===== src/rtl/eth_crc32_insert.sv =====
// Ethernet FCS inserter: passes frame beats through one register stage, computes the
// reflected CRC-32 of each frame and appends the 4-byte FCS after the last data byte,
// spilling into extra beats when the last beat has no room for it.
module eth_crc32_insert #(
  parameter int unsigned DATA_BYTES = 4
) (
  input  logic                    clk,
  input  logic                    reset,
  input  logic [8*DATA_BYTES-1:0] s_data,
  input  logic [DATA_BYTES-1:0]   s_keep,
  input  logic                    s_valid,
  input  logic                    s_last,
  output logic                    s_ready,
  output logic [8*DATA_BYTES-1:0] m_data,
  output logic [DATA_BYTES-1:0]   m_keep,
  output logic                    m_valid,
  output logic                    m_last,
  input  logic                    m_ready,
  output logic [31:0]             crc_value,
  output logic                    crc_done
);

  localparam int unsigned DataW   = 8 * DATA_BYTES;
  localparam logic [31:0] CrcInit = 32'hFFFF_FFFF;
  localparam logic [31:0] CrcPoly = 32'hEDB8_8320;  // 0x04C11DB7 bit-reversed

  typedef enum logic [0:0] {StData, StFcs} state_e;

  state_e              state_q;
  logic [31:0]         crc_q;
  logic [31:0]         fcs_q;
  logic [2:0]          fcs_sent_q;  // FCS bytes already emitted for the pending frame
  logic [DataW-1:0]    m_data_q;
  logic [DATA_BYTES-1:0] m_keep_q;
  logic                m_valid_q;
  logic                m_last_q;

  // One byte of the LSB-first CRC-32.
  function automatic logic [31:0] crc_byte(input logic [31:0] crc, input logic [7:0] b);
    logic [31:0] c;
    c = crc ^ {24'h0, b};
    for (int k = 0; k < 8; k++) begin
      c = c[0] ? ((c >> 1) ^ CrcPoly) : (c >> 1);
    end
    return c;
  endfunction

  logic slot_free;
  logic accept;

  assign slot_free = !m_valid_q || m_ready;
  assign s_ready   = (state_q == StData) && slot_free;
  assign accept    = s_valid && s_ready;

  assign m_data  = m_data_q;
  assign m_keep  = m_keep_q;
  assign m_valid = m_valid_q;
  assign m_last  = m_last_q;

  logic [DATA_BYTES-1:0] keep_eff;
  logic [3:0]            n_bytes;
  logic [31:0]           crc_next;
  logic [31:0]           fcs_next;

  // Fold the valid bytes of the input beat into the running CRC, lane 0 first.
  always_comb begin
    keep_eff = s_last ? s_keep : '1;
    n_bytes  = '0;
    crc_next = crc_q;
    for (int i = 0; i < int'(DATA_BYTES); i++) begin
      if (keep_eff[i]) begin
        n_bytes  = n_bytes + 4'd1;
        crc_next = crc_byte(crc_next, s_data[8*i +: 8]);
      end
    end
    fcs_next = ~crc_next;
  end

  logic [DataW-1:0]      beat_data;
  logic [DATA_BYTES-1:0] beat_keep;
  logic                  beat_last;
  logic                  beat_fcs_left;
  logic [2:0]            beat_sent;
  logic [31:0]           beat_tmp;

  // Output beat for an accepted input beat; on the last beat the FCS follows the data lanes.
  always_comb begin
    beat_data     = '0;
    beat_keep     = '0;
    beat_last     = 1'b0;
    beat_fcs_left = 1'b0;
    beat_sent     = '0;
    beat_tmp      = '0;
    for (int i = 0; i < int'(DATA_BYTES); i++) begin
      if (i < int'(n_bytes)) begin
        beat_data[8*i +: 8] = s_data[8*i +: 8];
        beat_keep[i]        = 1'b1;
      end else if (s_last && (i < int'(n_bytes) + 4)) begin
        beat_tmp            = fcs_next >> (8 * (i - int'(n_bytes)));
        beat_data[8*i +: 8] = beat_tmp[7:0];
        beat_keep[i]        = 1'b1;
      end
    end
    if (s_last) begin
      if (int'(n_bytes) + 4 <= int'(DATA_BYTES)) begin
        beat_last = 1'b1;
      end else begin
        beat_fcs_left = 1'b1;
        beat_sent     = 3'(int'(DATA_BYTES) - int'(n_bytes));
      end
    end
  end

  logic [DataW-1:0]      fcs_data;
  logic [DATA_BYTES-1:0] fcs_keep;
  logic [2:0]            fcs_sent_next;
  logic                  fcs_done;
  logic [31:0]           fcs_tmp;

  // Leftover FCS bytes packed from lane 0.
  always_comb begin
    fcs_data      = '0;
    fcs_keep      = '0;
    fcs_sent_next = fcs_sent_q;
    fcs_tmp       = '0;
    for (int i = 0; i < int'(DATA_BYTES); i++) begin
      if (int'(fcs_sent_q) + i < 4) begin
        fcs_tmp            = fcs_q >> (8 * (int'(fcs_sent_q) + i));
        fcs_data[8*i +: 8] = fcs_tmp[7:0];
        fcs_keep[i]        = 1'b1;
        fcs_sent_next      = fcs_sent_next + 3'd1;
      end
    end
    fcs_done = (fcs_sent_next == 3'd4);
  end

  // FSM, running CRC, result register and output pipeline stage.
  always_ff @(posedge clk) begin
    if (reset) begin
      state_q    <= StData;
      crc_q      <= CrcInit;
      fcs_q      <= '0;
      fcs_sent_q <= '0;
      m_data_q   <= '0;
      m_keep_q   <= '0;
      m_valid_q  <= 1'b0;
      m_last_q   <= 1'b0;
      crc_value  <= '0;
      crc_done   <= 1'b0;
    end else begin
      crc_done <= 1'b0;
      if (accept) begin
        crc_q <= s_last ? CrcInit : crc_next;
        if (s_last) begin
          crc_value <= fcs_next;
          crc_done  <= 1'b1;
        end
      end
      // Stalled output (valid without ready) holds every m_* field.
      if (slot_free) begin
        if (state_q == StFcs) begin
          m_valid_q  <= 1'b1;
          m_data_q   <= fcs_data;
          m_keep_q   <= fcs_keep;
          m_last_q   <= fcs_done;
          fcs_sent_q <= fcs_sent_next;
          if (fcs_done) begin
            state_q <= StData;
          end
        end else if (s_valid) begin
          m_valid_q <= 1'b1;
          m_data_q  <= beat_data;
          m_keep_q  <= beat_keep;
          m_last_q  <= beat_last;
          if (beat_fcs_left) begin
            state_q    <= StFcs;
            fcs_q      <= fcs_next;
            fcs_sent_q <= beat_sent;
          end
        end else begin
          m_valid_q <= 1'b0;
        end
      end
    end
  end

endmodule


===== config.mk =====
export PLATFORM = sky130hd
export DESIGN_NAME = eth_crc32_insert
export DESIGN_NICKNAME = d
export VERILOG_FILES = /design/src/rtl/eth_crc32_insert.sv
export SDC_FILE = /design/constraint.sdc
export NUM_CORES = 1
export LEC_CHECK = 0
export ABC_CLOCK_PERIOD_IN_PS = 7700
export CAP_MARGIN = 30
export CORE_ASPECT_RATIO = 0.75
export CORE_UTILIZATION = 30
export DETAILED_ROUTE_END_ITERATION = 6
export PLACE_DENSITY_LB_ADDON = 0.15
export SLEW_MARGIN = 20
export SYNTH_ARGS = -nofsm -noshare
export SYNTH_HDL_FRONTEND = slang
export SYNTH_SLANG_ARGS = --single-unit

===== constraint.sdc =====
create_clock -name clk -period 7.7 [get_ports clk]
set_clock_uncertainty 0.15 [all_clocks]
set_input_delay 1.54 -clock clk [delete_from_list [all_inputs] [get_ports clk]]
set_output_delay 1.54 -clock clk [all_outputs]
set_load 0.01 [all_outputs]

==> results.tsv <==
stage	metric	value	unit
status	run_status	finished clean	
clock_tree	worst_skew_pair.late_latency	0.44	ns
floorplan	core_area	42300	um2
clock_tree	tritoncts	done	
drt	via_to_cell_ratio	5.50	
flow_run	maxCapViolations	0	
sta	finalMaxSlewViolations	0	
drt	finalWirelength	60.2	mm
synth	synth_nets	1617	
setup_path	number_of_cells_on_the_worst_reg_to_reg_path	17	
finish	post_route_cells_drive_above_1_share	0.146	
setup_path	worstReg2RegEnd	m_data[22]	
grt	grt_use_total	0.272	
setup_path	worstPathCellList	clkdlybuf4s50_1 > xnor2_2 > xnor3_1 > mux2i_1 > nand2_2 > buf_4 > xnor2_1 > mux2i_1 > xnor2_1 > xor3_1 > a21boi_0 > nor3_2 > xnor2_1 > xor3_1 > o21ai_0 > nor2_1 > or3_1 > a31oi_1	
drt	postRouteAntennaNets	0	
floorplan	placement_rows	65	
clock_tree	numCtsBuffers	17	
synth	library_cell_occupying_the_most_area_in_the_post_synthesis_netlist	sky130_fd_sc_hd__dfxtp_1	
floorplan	die_area	44000	um2
sta	maximum_clock_frequency	0.133	GHz
place	gpl.final_weighted_congestion	0.948	
grt	initial_antenna_violation_count	0	
setup_path	cp.required	7.92	ns
sta	max_slew_margin	0.204	
hold_path	hold_path_class	flip-flop to flip-flop	
setup_path	timing.critical_path.max_delay_family	XOR/XNOR gates	
setup_path	critical_path_peak_fanout	5	
finish	fillCellCount	4361	
finish	number_of_nets_in_the_layout	1793	
setup_path	endpoint_kind	flip-flop	
finish	finish.cell_count_without_fillers	2318	
synth	post_synthesis_sequential_area_ratio	0.215	
synth	synth_edf_count	0	
setup_path	cpMostUsedCell	sky130_fd_sc_hd__xnor2_1	
setup_path	cpPeakStageDelay	0.79	ns
hold_path	whs_endpoint	m_keep[3]	
sta	finalCritPeriodShare	0.977	
clock_tree	cts.clk_slew.worst_paths	0.07	ns
setup_path	setup.worst_path.class	primary input to flip-flop	
synth	postSynth.topFlopCell	sky130_fd_sc_hd__dfxtp_1	
setup_path	crit-reg2reg-launch	crc_q[5]	
floorplan	die-height	182	um
clock_tree	cts-htree-levels	4	
floorplan	die_width	242	um
sta	timing_hold_violations_final	0	
floorplan	io_pins	113	
grt	grt_start_max_net_pins	71	
clock_tree	ctsResizeCount	0	
grt	grt_first_pass_wirelength	86.6	mm
setup_path	cp.arrival	7.74	ns
drt	vias	12700	
drt	mean_routed_wirelength_per_cell	26.0	um
grt	residual_overflow_from_global_routing	0	
clock_tree	cts-root-buf	sky130_fd_sc_hd__clkbuf_16	
floorplan	initial_core_util	0.306	
hold_path	worstHoldStart	m_keep[3]	
sta	setup-violations-final	0	
setup_path	rrSetupSlack	1.32	ns
synth	synth.top_cells.by_area	sky130_fd_sc_hd__dfxtp_1 21%, sky130_fd_sc_hd__xnor2_1 8.9%, sky130_fd_sc_hd__xnor3_1 8.4%, sky130_fd_sc_hd__nor2_1 5.2%, sky130_fd_sc_hd__nand2_1 5.1%	
synth	ys_seq_elements	139	
clock_tree	clk_path_buf_depth	2	
place	count_of_input_and_output_buffers	112	
sta	post-route-min-period	7.52	ns
synth	yosysUniqueCellTypes	91	
synth	async_flop_share	0	
synth	syn_area_per_cell	8.30	um2
setup_path	timing.critical_path.slowest_stage_cell	sky130_fd_sc_hd__o21ai_0	
drt	total_iterations_of_the_first_detailed_routing_run	6	
place	dpl_worst_slack	-0.0701	ns
setup_path	critPathLaunchType	primary input	
sta	rsz_0062_raised_after_global_routing	no	
synth	most_frequently_used_cell_type_in_the_post_synthesis_netlist	sky130_fd_sc_hd__nor2_1	
clock_tree	cts-hold-fix-buffers	0	
clock_tree	clock-sinks	139	
place	placedCellCount	2284	
drt	post_route_drc	0	
finish	final-seq-area	2780	um2
hold_path	timing.hold.worst_path_depth	2	
drt	drt_first_iter_violations	1456	
synth	synth.top_cell.area_share	0.215	
finish	layout_overhead_on_the_synthesized_area	25.4	%
sta	fin_ws	0.179	ns
synth	ys.warnings.count	0	
grt	grt_pass1_vias	11800	
sta	max_slew.worst_pin.slew	1.18	ns
synth	netlist_instances	1559	
synth	synth.top_cells.by_count	178 x sky130_fd_sc_hd__nor2_1, 177 x sky130_fd_sc_hd__nand2_1, 139 x sky130_fd_sc_hd__dfxtp_1	
finish	multiInputGateArea	9690	um2
setup_path	critical_path.n_buffers_inverters	2	
place	detailed_place_hpwl	48.3	mm
synth	mappedNetlistArea	12900	um2
clock_tree	cts.repair_timing.setup_buffer_count	0	
## cell usage in the layout, fill, tap and decap left out, types with 18 or more instances in the layout
cell type / netlist / routed
sky130_fd_sc_hd__a22o_1: 20 / 20
sky130_fd_sc_hd__a21oi_1: 87 / 86
sky130_fd_sc_hd__mux2i_1: 55 / 55
sky130_fd_sc_hd__xnor2_1: 131 / 130
sky130_fd_sc_hd__nor3_1: 39 / 39
sky130_fd_sc_hd__nor2b_1: 19 / 18
sky130_fd_sc_hd__nand2b_1: 26 / 22
sky130_fd_sc_hd__o211ai_1: 33 / 33
sky130_fd_sc_hd__xor2_1: 54 / 54
sky130_fd_sc_hd__dfxtp_1: 139 / 139
sky130_fd_sc_hd__inv_1: 22 / 22
sky130_fd_sc_hd__a211oi_1: 42 / 42
sky130_fd_sc_hd__clkdlybuf4s50_1: 0 / 111
sky130_fd_sc_hd__nand2_1: 177 / 177
sky130_fd_sc_hd__o21ai_0: 65 / 65
sky130_fd_sc_hd__buf_4: 3 / 144
sky130_fd_sc_hd__xnor3_1: 48 / 48
sky130_fd_sc_hd__a221oi_1: 23 / 23
sky130_fd_sc_hd__nor2_1: 178 / 176
## per-layer routing
layer / wire length (um) / global-route usage
met4: 787 / 0.0435
met2: 24500 / 0.390
met1: 30100 / 0.426
met5: 0 / 0
met3: 4820 / 0.0375
## through the flow
step | setup TNS, ns | util | cell area, um2 | hold slack [ns]
6_report | 0 | 0.384 | 16200 | 0.304
5_1_grt | 0 | 0.384 | 16200 | 0.327
4_1_cts | 0 | 0.383 | 16200 | 0.309
3_5_place_dp | -0.0701 | 0.369 | 15600 | 0.292
3_3_place_gp | -0.105 | 0.368 | 15500 | 0.292
2_1_floorplan | 0 | - | 12900 | 0.282
## state kept, by name (all words and copies together) (netlist names)
name        flops
crc_q          32
crc_value      32
fcs_q          32
m_data         32
m_keep          4
fcs_sent_q      3
crc_done        1
m_last          1
m_valid         1
state_q         1
## worst register-to-register path, cell delays in order (launching register included)
cell and delay, ns:
sky130_fd_sc_hd__dfxtp_1 0.54, sky130_fd_sc_hd__xnor3_1 0.48, sky130_fd_sc_hd__xnor3_1 0.36, sky130_fd_sc_hd__mux2i_1 0.40, sky130_fd_sc_hd__nand2_2 0.13, sky130_fd_sc_hd__buf_4 0.20, sky130_fd_sc_hd__xnor2_1 0.13, sky130_fd_sc_hd__mux2i_1 0.36
sky130_fd_sc_hd__xnor2_1 0.28, sky130_fd_sc_hd__xor3_1 0.39, sky130_fd_sc_hd__a21boi_0 0.33, sky130_fd_sc_hd__nor3_2 0.14, sky130_fd_sc_hd__xnor2_1 0.60, sky130_fd_sc_hd__xor3_1 0.36, sky130_fd_sc_hd__o21ai_0 0.79, sky130_fd_sc_hd__nor2_1 0.06
sky130_fd_sc_hd__or3_1 0.44, sky130_fd_sc_hd__a31oi_1 0.19
## cell type report
type,count,share of cell area
multi-input combinational,1288,0.597
sequential,139,0.171
timing repair buffer,265,0.143
tap,569,0.0439
clock buffer,17,0.0262
clock inverter,15,0.0126
inverter,24,0.00555
antenna,1,0.000154
## logic make-up (layout without fill, tap and decap cells)
group	after synthesis	count (layout)	share of synthesized area
AO/OA/AOI/OAI	403	403	0.216
XOR/XNOR	266	266	0.264
adder cells (fa/ha/maj)	17	17	0.0164
buffers and inverters	132	321	0.0401
flip-flops	139	139	0.215
multiplexers	73	73	0.0622
other	1	2	0.000290
AND/OR/NAND/NOR	528	528	0.186
## how the worst max path moves through the flow
stage / startpoint / end / slack, ns / depth (start not counted)
2_1_floorplan: s_keep[1] / m_data[23] / 0.07 / 25
3_3_place_gp: s_data[1] / m_data[22] / -0.11 / 18
3_5_place_dp: s_data[1] / m_data[22] / -0.07 / 18
4_1_cts: s_data[1] / m_data[22] / 0.37 / 18
5_1_grt: s_data[1] / m_data[22] / 0.01 / 18
6_report: s_data[1] / m_data[22] / 0.18 / 18
Power is left out: the tool's default activity adds up to more than one toggle a clock period on the data nets, which glitch-free logic cannot reach.
